==> config.mk <==
export PLATFORM = sky130hd
export DESIGN_NAME = mem_stage
export DESIGN_NICKNAME = d
export VERILOG_FILES = /design/src/rtl/mem_stage_pkg.sv /design/src/rtl/mem_stage_me_wb.sv /design/src/rtl/mem_stage.sv
export SDC_FILE = /design/constraint.sdc
export NUM_CORES = 1
export LEC_CHECK = 0
export BUFFER_PORTS_ARGS = -buffer_cell sky130_fd_sc_hd__buf_2
export CORE_AREA = 3 3 145 77
export DETAILED_ROUTE_END_ITERATION = 6
export DIE_AREA = 0 0 148 80
export HOLD_SLACK_MARGIN = 0.08
export PLACE_DENSITY = 0.87
export SLEW_MARGIN = 20
export SYNTH_ARGS = -nofsm -noshare
export SYNTH_HDL_FRONTEND = slang
export SYNTH_SLANG_ARGS = --single-unit
==> constraint.sdc <==
create_clock -name clk -period 3.6 [get_ports clk]
set_input_delay 0.18 -clock clk [delete_from_list [all_inputs] [get_ports clk]]
set_output_delay 0.18 -clock clk [all_outputs]
set_load 0.005 [all_outputs]
==> src/rtl/mem_stage_pkg.sv <==
// ---------------------------------------------------------------------------
// mem_stage_pkg
//   Shared pipeline definitions for the memory-access stage and its ME/WB
//   register: FSM state encoding, the bubble instruction word and the
//   register-index width.
// ---------------------------------------------------------------------------
package mem_stage_pkg;

  localparam int          REG_W     = 5;
  localparam logic [31:0] NOP_INSTR = 32'h00000020;

  typedef enum logic [1:0] {
    IDLE = 2'd0,
    WAIT = 2'd1,
    DONE = 2'd2
  } state_t;

endpackage

==> src/rtl/mem_stage_me_wb.sv <==
// ---------------------------------------------------------------------------
// mem_stage_me_wb
//   ME/WB pipeline register. When bubble is high the slot is replaced by a
//   harmless NOP (no register write, zeroed payload).
//
// Ports:
//   clk, rst        clock (rising edge), asynchronous active-high reset
//   bubble          insert a NOP instead of the incoming slot
//   result, td      writeback data and destination register
//   wreg            writeback enable
//   instr           instruction word carried for debug
//   wb_*            registered outputs towards writeback
// ---------------------------------------------------------------------------
module mem_stage_me_wb #(
  parameter logic [31:0] NOP_INSTR = mem_stage_pkg::NOP_INSTR
) (
  input  logic                           clk,
  input  logic                           rst,
  input  logic                           bubble,
  input  logic [31:0]                    result,
  input  logic [mem_stage_pkg::REG_W-1:0] td,
  input  logic                           wreg,
  input  logic [31:0]                    instr,
  output logic [31:0]                    wb_result,
  output logic [mem_stage_pkg::REG_W-1:0] wb_td,
  output logic                           wb_WREG,
  output logic [31:0]                    wb_instr
);
  import mem_stage_pkg::*;

  // ME -> WB boundary
  always_ff @(posedge clk or posedge rst) begin
    if (rst) begin
      wb_result <= '0;
      wb_td     <= '0;
      wb_WREG   <= 1'b0;
      wb_instr  <= NOP_INSTR;
    end else if (bubble) begin
      wb_result <= '0;
      wb_td     <= '0;
      wb_WREG   <= 1'b0;
      wb_instr  <= NOP_INSTR;
    end else begin
      wb_result <= result;
      wb_td     <= td;
      wb_WREG   <= wreg;
      wb_instr  <= instr;
    end
  end

endmodule

==> src/rtl/mem_stage.sv <==
// ---------------------------------------------------------------------------
// mem_stage
//   Memory-access stage of the 5-stage pipeline. Issues loads/stores over a
//   req/ack data-memory port with variable latency, stalls upstream while an
//   access is outstanding, aborts after TIMEOUT wait cycles and feeds the
//   ME/WB register.
//
// Ports:
//   clk, rst                 clock (rising edge), asynchronous active-high reset
//   me_aluresult, me_d2      address / ALU result and store data from EX/ME
//   me_td, me_WREG           destination register and write enable
//   me_WMEM, me_LW           store / load (LW wins when both set)
//   me_instr                 instruction word (debug)
//   dmem_req/we/addr/wdata   data-memory request side
//   dmem_ack, dmem_rdata     data-memory completion pulse and load data
//   mem_stall                freezes PC/IF/ID/EX and the EX/ME register
//   mem_err                  sticky: misaligned access or timeout
//   wb_result/td/WREG/instr  ME/WB register outputs
// ---------------------------------------------------------------------------
module mem_stage #(
  parameter int          ADDR_W    = 10,
  parameter int          TIMEOUT   = 15,
  parameter logic [31:0] NOP_INSTR = mem_stage_pkg::NOP_INSTR
) (
  input  logic                            clk,
  input  logic                            rst,
  input  logic [31:0]                     me_aluresult,
  input  logic [31:0]                     me_d2,
  input  logic [mem_stage_pkg::REG_W-1:0] me_td,
  input  logic                            me_WREG,
  input  logic                            me_WMEM,
  input  logic                            me_LW,
  input  logic [31:0]                     me_instr,
  output logic                            dmem_req,
  output logic                            dmem_we,
  output logic [ADDR_W-1:0]               dmem_addr,
  output logic [31:0]                     dmem_wdata,
  input  logic                            dmem_ack,
  input  logic [31:0]                     dmem_rdata,
  output logic                            mem_stall,
  output logic                            mem_err,
  output logic [31:0]                     wb_result,
  output logic [mem_stage_pkg::REG_W-1:0] wb_td,
  output logic                            wb_WREG,
  output logic [31:0]                     wb_instr
);
  import mem_stage_pkg::*;

  localparam int DATA_W = 32;
  localparam int CNT_W  = (TIMEOUT > 1) ? $clog2(TIMEOUT) : 1;

  state_t              state, state_nxt;
  logic [CNT_W-1:0]    wait_cnt;
  logic [DATA_W-1:0]   cap_data;
  logic                aborted;

  logic                mem_op;
  logic                misaligned;
  logic                timeout_hit;

  logic                bubble;
  logic [DATA_W-1:0]   wb_result_d;
  logic                wb_wreg_d;

  assign mem_op      = me_LW | me_WMEM;
  assign misaligned  = (me_aluresult[1:0] != 2'b00);
  assign timeout_hit = (state == WAIT) && !dmem_ack &&
                       (wait_cnt == CNT_W'(TIMEOUT - 1));

  // Address and write data are passed straight through; upstream is frozen
  // during WAIT so they stay stable for the whole access.
  assign dmem_addr  = me_aluresult[ADDR_W+1:2];
  assign dmem_wdata = me_d2;

  // FSM state register
  always_ff @(posedge clk or posedge rst) begin
    if (rst) state <= IDLE;
    else     state <= state_nxt;
  end

  // FSM next-state logic
  always_comb begin
    state_nxt = state;
    case (state)
      IDLE:    if (mem_op && !misaligned) state_nxt = WAIT;
      WAIT:    if (dmem_ack || timeout_hit) state_nxt = DONE;
      DONE:    state_nxt = IDLE;
      default: state_nxt = IDLE;
    endcase
  end

  // FSM outputs. dmem_req is decoded from state, so an asynchronous reset
  // drops it in the same cycle.
  always_comb begin
    dmem_req    = 1'b0;
    dmem_we     = 1'b0;
    mem_stall   = 1'b0;
    bubble      = 1'b0;
    wb_result_d = me_aluresult;
    wb_wreg_d   = me_WREG;
    case (state)
      IDLE: begin
        if (mem_op) begin
          bubble    = 1'b1;
          mem_stall = !misaligned;
        end
      end
      WAIT: begin
        dmem_req  = 1'b1;
        dmem_we   = me_WMEM & ~me_LW;
        mem_stall = 1'b1;
        bubble    = 1'b1;
      end
      DONE: begin
        wb_result_d = me_LW ? cap_data : me_aluresult;
        wb_wreg_d   = me_WREG & ~aborted;
      end
      default: ;
    endcase
  end

  // Access bookkeeping: wait counter, captured load data, abort and error
  always_ff @(posedge clk or posedge rst) begin
    if (rst) begin
      wait_cnt <= '0;
      cap_data <= '0;
      aborted  <= 1'b0;
      mem_err  <= 1'b0;
    end else begin
      case (state)
        IDLE: begin
          if (mem_op && misaligned) begin
            mem_err <= 1'b1;
          end else if (mem_op) begin
            wait_cnt <= '0;
            aborted  <= 1'b0;
          end
        end
        WAIT: begin
          if (dmem_ack) begin
            cap_data <= dmem_rdata;
          end else if (timeout_hit) begin
            mem_err  <= 1'b1;
            cap_data <= '0;
            aborted  <= 1'b1;
          end else begin
            wait_cnt <= wait_cnt + CNT_W'(1);
          end
        end
        default: ;
      endcase
    end
  end

  mem_stage_me_wb #(
    .NOP_INSTR (NOP_INSTR)
  ) u_me_wb (
    .clk       (clk),
    .rst       (rst),
    .bubble    (bubble),
    .result    (wb_result_d),
    .td        (me_td),
    .wreg      (wb_wreg_d),
    .instr     (me_instr),
    .wb_result (wb_result),
    .wb_td     (wb_td),
    .wb_WREG   (wb_WREG),
    .wb_instr  (wb_instr)
  );

endmodule

==> results of run 1 <==
[what timing repair did]
| item | CTS | global route |
|---|---|---|
| hold buffers | 73 | 3 |
| endpoints found under the hold margin | 73 | 51 |
| setup endpoints to repair | 0 | 0 |
[routing by layer]
| metal | global-route usage, % | vias up | wire, um |
|---|---|---|---|
| met2 | 40.6 | 210 | 7230 |
| met5 | 0 | - | 0 |
| met3 | 5.62 | 67 | 840 |
| li1 | - | 1642 | - |
| met4 | 14.6 | 0 | 721 |
| met1 | 23.0 | 1819 | 4760 |
[per-stage QoR]
stage	hold slack, ps	setup slack (ps)
6_report	81.3	1500
3_3_place_gp	360	1670
4_1_cts	80.1	1560
5_1_grt	82.7	1400
3_5_place_dp	360	1590
2_1_floorplan	288	519
[cell families (layout without fill, tap and decap cells)]
| family | after synthesis | in the layout |
|---|---|---|
| AND/OR/NAND/NOR | 125 | 125 |
| XOR/XNOR | 1 | 1 |
| other | 0 | 2 |
| adder cells (fa/ha/maj) | 2 | 2 |
| flip-flops | 110 | 110 |
| buffers and inverters | 69 | 291 |
| AO/OA/AOI/OAI | 73 | 73 |
[registers in the layout, indices dropped and copies added, names as in the netlist]
| register | flops |
|---|---|
| aborted | 1 |
| cap_data | 32 |
| mem_err | 1 |
| state | 2 |
| u_me_wb.wb_WREG | 1 |
| u_me_wb.wb_instr | 32 |
| u_me_wb.wb_result | 32 |
| u_me_wb.wb_td | 5 |
| wait_cnt | 4 |
[critical path: cells and delay by family, from the launching register on]
family	cells	cell delay, ps
buffers and inverters	2	420
AO/OA/AOI/OAI	2	810
adder cells (fa/ha/maj)	1	200
AND/OR/NAND/NOR	1	160
flip-flops	1	430
[report_power, final]
group | switching [mW] | total (mW) | internal, mW | leakage (nW)
Clock | 0.441 | 1.00 | 0.562 | 0.139
Combinational | 0.248 | 0.532 | 0.284 | 1.70
Sequential | 0.128 | 1.56 | 1.43 | 1.44
Total | 0.817 | 3.10 | 2.28 | 3.28
[path summary, 6_finish.rpt]
kind,from,end,cells after the start
hold / removal,me_instr[7],u_me_wb.wb_instr[7],2
setup reg to reg,wait_cnt[0],cap_data[16],6
min in group asynchronous,rst,u_me_wb.wb_td[2],3
max in group asynchronous,rst,u_me_wb.wb_instr[17],4
hold reg to reg,mem_err,mem_err,1
setup / recovery,wait_cnt[0],cap_data[16],6
[final cells by class]
class                           instances  area, um^2
Antenna cell                            2        5.00
Clock buffer                           12         246
Clock inverter                          4        53.8
Fill cell                             737        3860
Inverter                                5        23.8
Multi-Input combinational cell        201        1160
Sequential cell                       110        2750
Tap cell                              140         175
Timing Repair Buffer                  270        1740
[Yosys cell counts, types with 2 or more instances]
master | number | area (um^2)
dfrtp_1 | 109 | 2730
nand2_1 | 68 | 255
buf_4 | 45 | 338
nor2b_1 | 36 | 225
a21oi_1 | 34 | 170
a22o_1 | 32 | 280
buf_2 | 13 | 65.1
nand3_1 | 5 | 25.0
clkbuf_1 | 4 | 15.0
inv_1 | 4 | 15.0
nor2_1 | 4 | 15.0
and2_1 | 3 | 18.8
o21ai_0 | 3 | 15.0
ha_1 | 2 | 25.0
o2bb2ai_1 | 2 | 17.5
[cells in the final DEF, fill, tap and decap left out, types with 3 or more instances in the layout]
cell type        n
nand3_1          5
a22o_1          32
nor2_1           4
buf_4            4
dfrtp_1        109
inv_1            3
dlygate4sd3_1   76
nor2b_1         36
o21ai_0          3
clkbuf_16        9
buf_2          190
a21oi_1         33
nand2_1         67
==> impl_metrics.tcl, run 1 <==
set metrics [dict create \
    cts_max_level 3 \
    cts_made_buffers 9 \
    synth_edf_count 0 \
    clock_tree.buffer_depth 2 \
    grt_pass1_wl_um 20100 \
    cts_sinks 110 \
    drt_iter0_drc 354 \
    clk_latency_ps 350 \
    grt_pass1_vias 3795 \
    power_mw 3.10 \
    yosysSeqAreaShare_pct 63.4 \
    dieWidth_um 148 \
    synthXorXnorAreaFrac_pct 0.201 \
    clk_pin_slew_worst_paths_ps 70 \
    finalHoldViolations 0 \
    fin_util_pct 61.5 \
    fin_crit_sh_pct 58.3 \
    die_h_um 80 \
    fmax_mhz 476 \
    wl_um 13600 \
    ys_seq_elements 110 \
    detail-route-antenna-nets 0 \
    synth.distinct_cells 31 \
    finalSetupViolCount 0 \
    muxShareOfSynthArea_pct 0 \
    synth_area_um2 4350 \
    row_count 26 \
    hold_path.class "in2reg" \
    via_per_inst 5.02 \
    drt_first_pass_iters 5 \
    critPathSlowestCell "o21ai_2" \
    outcome "finished clean" \
    wl_per_cell_um 18.2 \
    place_inst 650 \
    synthAdderAreaFrac_pct 0.576 \
    ir_drop_uv 359 \
    io_pins 255 \
    gp_congestion 0.814 \
    fin_area_um2 6160 \
    final_max_slew_viol_count 0 \
    synthSimpleGateAreaFrac_pct 14.0 \
    core_um2 10000 \
    avgSynthCellArea_um2 11.4 \
    syn_to_final_growth_pct 41.7 \
    crit_arrival_ps 2370 \
    synthCells 380 \
    drv_cap 0 \
    dpl_cell_area_um2 5090 \
    finalCriticalPeriod_ps 2100 \
    power.density_nw_per_um2 503 \
    async_flop_share_pct 100 \
    cts_setup_buffers 0 \
    num_vias 3738 \
    cp_max_fo 18 \
    cts_tree "done" \
    port_buffers 190 \
    synth_warnings 0 \
    worstMarginPinSlew_ps 783 \
    start_util_pct 43.4 \
    cp_cell_sequence "inv_1, ha_1, and3_1, o21ai_2, buf_4, a22o_1" \
    synth-compound-area-share_pct 11.4 \
    relSlewSlack_pct 47.8 \
    grt_overflow 0 \
    p_leak_nw 3.28 \
    worstSetupEndpointType "flip-flop" \
    crit_required_ps 3870 \
    drive_above_1_share_pct 36.4 \
    dp_hpwl_um 7890 \
    grt_max_degree 91 \
    grt_antenna_before_repair 1 \
    syn-num-nets 521 \
    start_kind "flip-flop" \
    die-area_um2 11800 \
    ctsResizeCount 0 \
    remaining_drc_errors 0 \
    ys.flop_type "dfrtp_1" \
    clockRootBuffer "clkbuf_16" \
    slowest_delay_ps 610 \
    tns_ps 0 \
    rsz0062_at_grt "false" \
    rrSetupSlack_ps 1500 \
    final_net_count 738 \
    fin_worst_skew_ps 13.3 \
    critPathKind "reg2reg" \
    finalNonFillerCells 744 \
    grt_usage_pct 22.2 \
    synth_top_family_by_area "simple AND/OR/NAND/NOR gates" \
]
(Power assumes the default switching activity.)
==> run 2: changes to the inputs <==
==> constraint.sdc (replaced) <==
create_clock -name clk -period 2.1 [get_ports clk]
set_input_delay 0.105 -clock clk [delete_from_list [all_inputs] [get_ports clk]]
set_output_delay 0.105 -clock clk [all_outputs]
set_load 0.005 [all_outputs]
==> run 2 against run 1 <==
  * Via count is 4.8% higher
  * Clock skew is 3.8 ps lower
  * Wire length is 4.0% higher
  * Clock-buffer cell count stayed put
  * First-iteration DRC count is 31% lower
  * Worst setup slack worse by 990 ps
  * Power is 75% higher
  * Final cell count is 4.6% higher
  * Combinational power is 85% higher
  * Largest cell class unchanged
  * Largest power group unchanged
==> impl_metrics.tcl, run 2 (synthesis gave the netlist of run 1 again) <==
set metrics [dict create \
    outcome "finished clean" \
    r2r_cells 5 \
    critPathKind "reg2reg" \
    rrSetupSlack_ps 510 \
    grt_max_degree 38 \
    cts_tree "done" \
    worstPathBufferInverterCount 1 \
    crit_arrival_ps 1840 \
    final_net_count 774 \
    grt_most_used_layer "met2" \
    cp_cell_sequence "and2b_1, and2_1, buf_4, nand2_1, a21oi_1" \
    grt_antenna_before_repair 0 \
    clockRootBuffer "clkbuf_16" \
    finalSetupViolCount 0 \
    clock_tree.buffer_depth 2 \
    worstHoldStart "dmem_ack" \
    critPathTopFamily "flip-flops" \
    port_buffers 190 \
    gp_congestion 0.849 \
    whs_ps 200 \
    core_um2 10000 \
    drt_first_pass_iters 4 \
    cts_max_level 3 \
    power.density_nw_per_um2 830 \
    start_kind "flip-flop" \
    dieWidth_um 148 \
    num_vias 3917 \
    crit_required_ps 2360 \
    endpoint "u_me_wb.wb_result[25]" \
    use_met1_pct 24.8 \
    grt_use_met3_pct 6.07 \
    drv_cap 0 \
    fin_worst_skew_ps 9.48 \
    drive_above_1_share_pct 35.4 \
    finalHoldViolations 0 \
    finalCriticalPeriod_ps 1590 \
    cts_made_buffers 9 \
    clk_latency_ps 340 \
    grt_pass1_wl_um 21700 \
    fin_util_pct 65.1 \
    cp_num_cells 5 \
    detail-route-antenna-nets 0 \
    clk_pin_slew_worst_paths_ps 70 \
    wl_um 14100 \
    p_leak_nw 3.45 \
    die-area_um2 11800 \
    relSlewSlack_pct 59.2 \
    ir_drop_uv 479 \
    wl_per_cell_um 18.1 \
    io_pins 255 \
    grtUsageMet2_pct 42.9 \
    tns_ps 0 \
    reg2reg_to "u_me_wb.wb_result[25]" \
    row_count 26 \
    final_common_cell "buf_2" \
    grt_usage_pct 23.6 \
    grt_overflow 0 \
    layout_common_cells "190 x buf_2, 109 x dfrtp_1, 103 x dlygate4sd3_1, 68 x nand2_1, 36 x nor2b_1" \
    final_max_slew_viol_count 0 \
    insertedDiodeCount 0 \
    die_h_um 80 \
    grt_pass1_vias 4199 \
    fin_crit_sh_pct 75.5 \
    timing.rr.start "state[1]" \
    syn_to_final_growth_pct 50.0 \
    cts_sinks 110 \
    slowest_delay_ps 510 \
    rsz0062_at_grt "false" \
    fmax_mhz 630 \
    via_per_inst 5.03 \
    startpoint "state[1]" \
    finalNonFillerCells 778 \
    place_inst 659 \
    worstMarginPinSlew_ps 610 \
    cp_max_fo 32 \
    start_util_pct 43.4 \
    hold_path.class "in2reg" \
    worstSetupEndpointType "flip-flop" \
    critPathSlowestCell "dfrtp_1" \
    drt_iter0_drc 246 \
    dp_hpwl_um 7980 \
    remaining_drc_errors 0 \
    reg_top3 "cap_data x32, u_me_wb.wb_instr x32, u_me_wb.wb_result x32" \
]
-- run 2: metrics by stage --
stage          power [mW]  area [um^2]  worst slack [ps]
4_1_cts              5.36         6520               565
6_report             5.41         6520               514
5_1_grt              5.65         6520               383
2_1_floorplan        3.14         4350               666
3_5_place_dp         3.46         5180               578
3_3_place_gp         3.43         5180               615
-- run 2: final cells by class --
| cell class | count | area (um^2) |
|---|---|---|
| Tap cell | 140 | 175 |
| Sequential cell | 110 | 2750 |
| Clock inverter | 4 | 53.8 |
| Timing Repair Buffer | 306 | 2100 |
| Inverter | 5 | 22.5 |
| Multi-Input combinational cell | 201 | 1150 |
| Clock buffer | 12 | 256 |
| Fill cell | 685 | 3500 |
-- run 2: worst min-delay path: stages --
cell	delay, ps
buf_2	120
nor3b_1	70
nand3_1	100
o21ai_0	90
-- run 2: how the worst min path moves through the flow --
| stage | to | cells after the start |
|---|---|---|
| finish | wait_cnt[2] | 4 |
| global route | dmem_wdata[16] | 0 |
| CTS | wait_cnt[2] | 4 |
| detailed placement | u_me_wb.wb_instr[27] | 2 |
| global placement | u_me_wb.wb_instr[27] | 2 |
| floorplan | u_me_wb.wb_WREG | 2 |
-- run 2: routing by layer --
layer	part of all wire (%)	up-vias	wire length (um)
met4	5.8	0	824
met3	7.1	91	1000
met1	34	1890	4760
li1	-	1712	-
met5	0	-	0
met2	53	224	7510
-- run 2: repair_timing --
action / in CTS / in global routing
setup buffers: 0 / 0
endpoints found under the hold margin: 127 / 0
hold buffers: 103 / 0
gates resized for setup: 0 / 0
-- run 2: power breakdown --
group	switching, mW	total, mW	leakage, nW	internal, mW
clock network	0.758	1.76	0.151	0.998
registers	0.218	2.67	1.44	2.46
logic	0.441	0.983	1.86	0.543
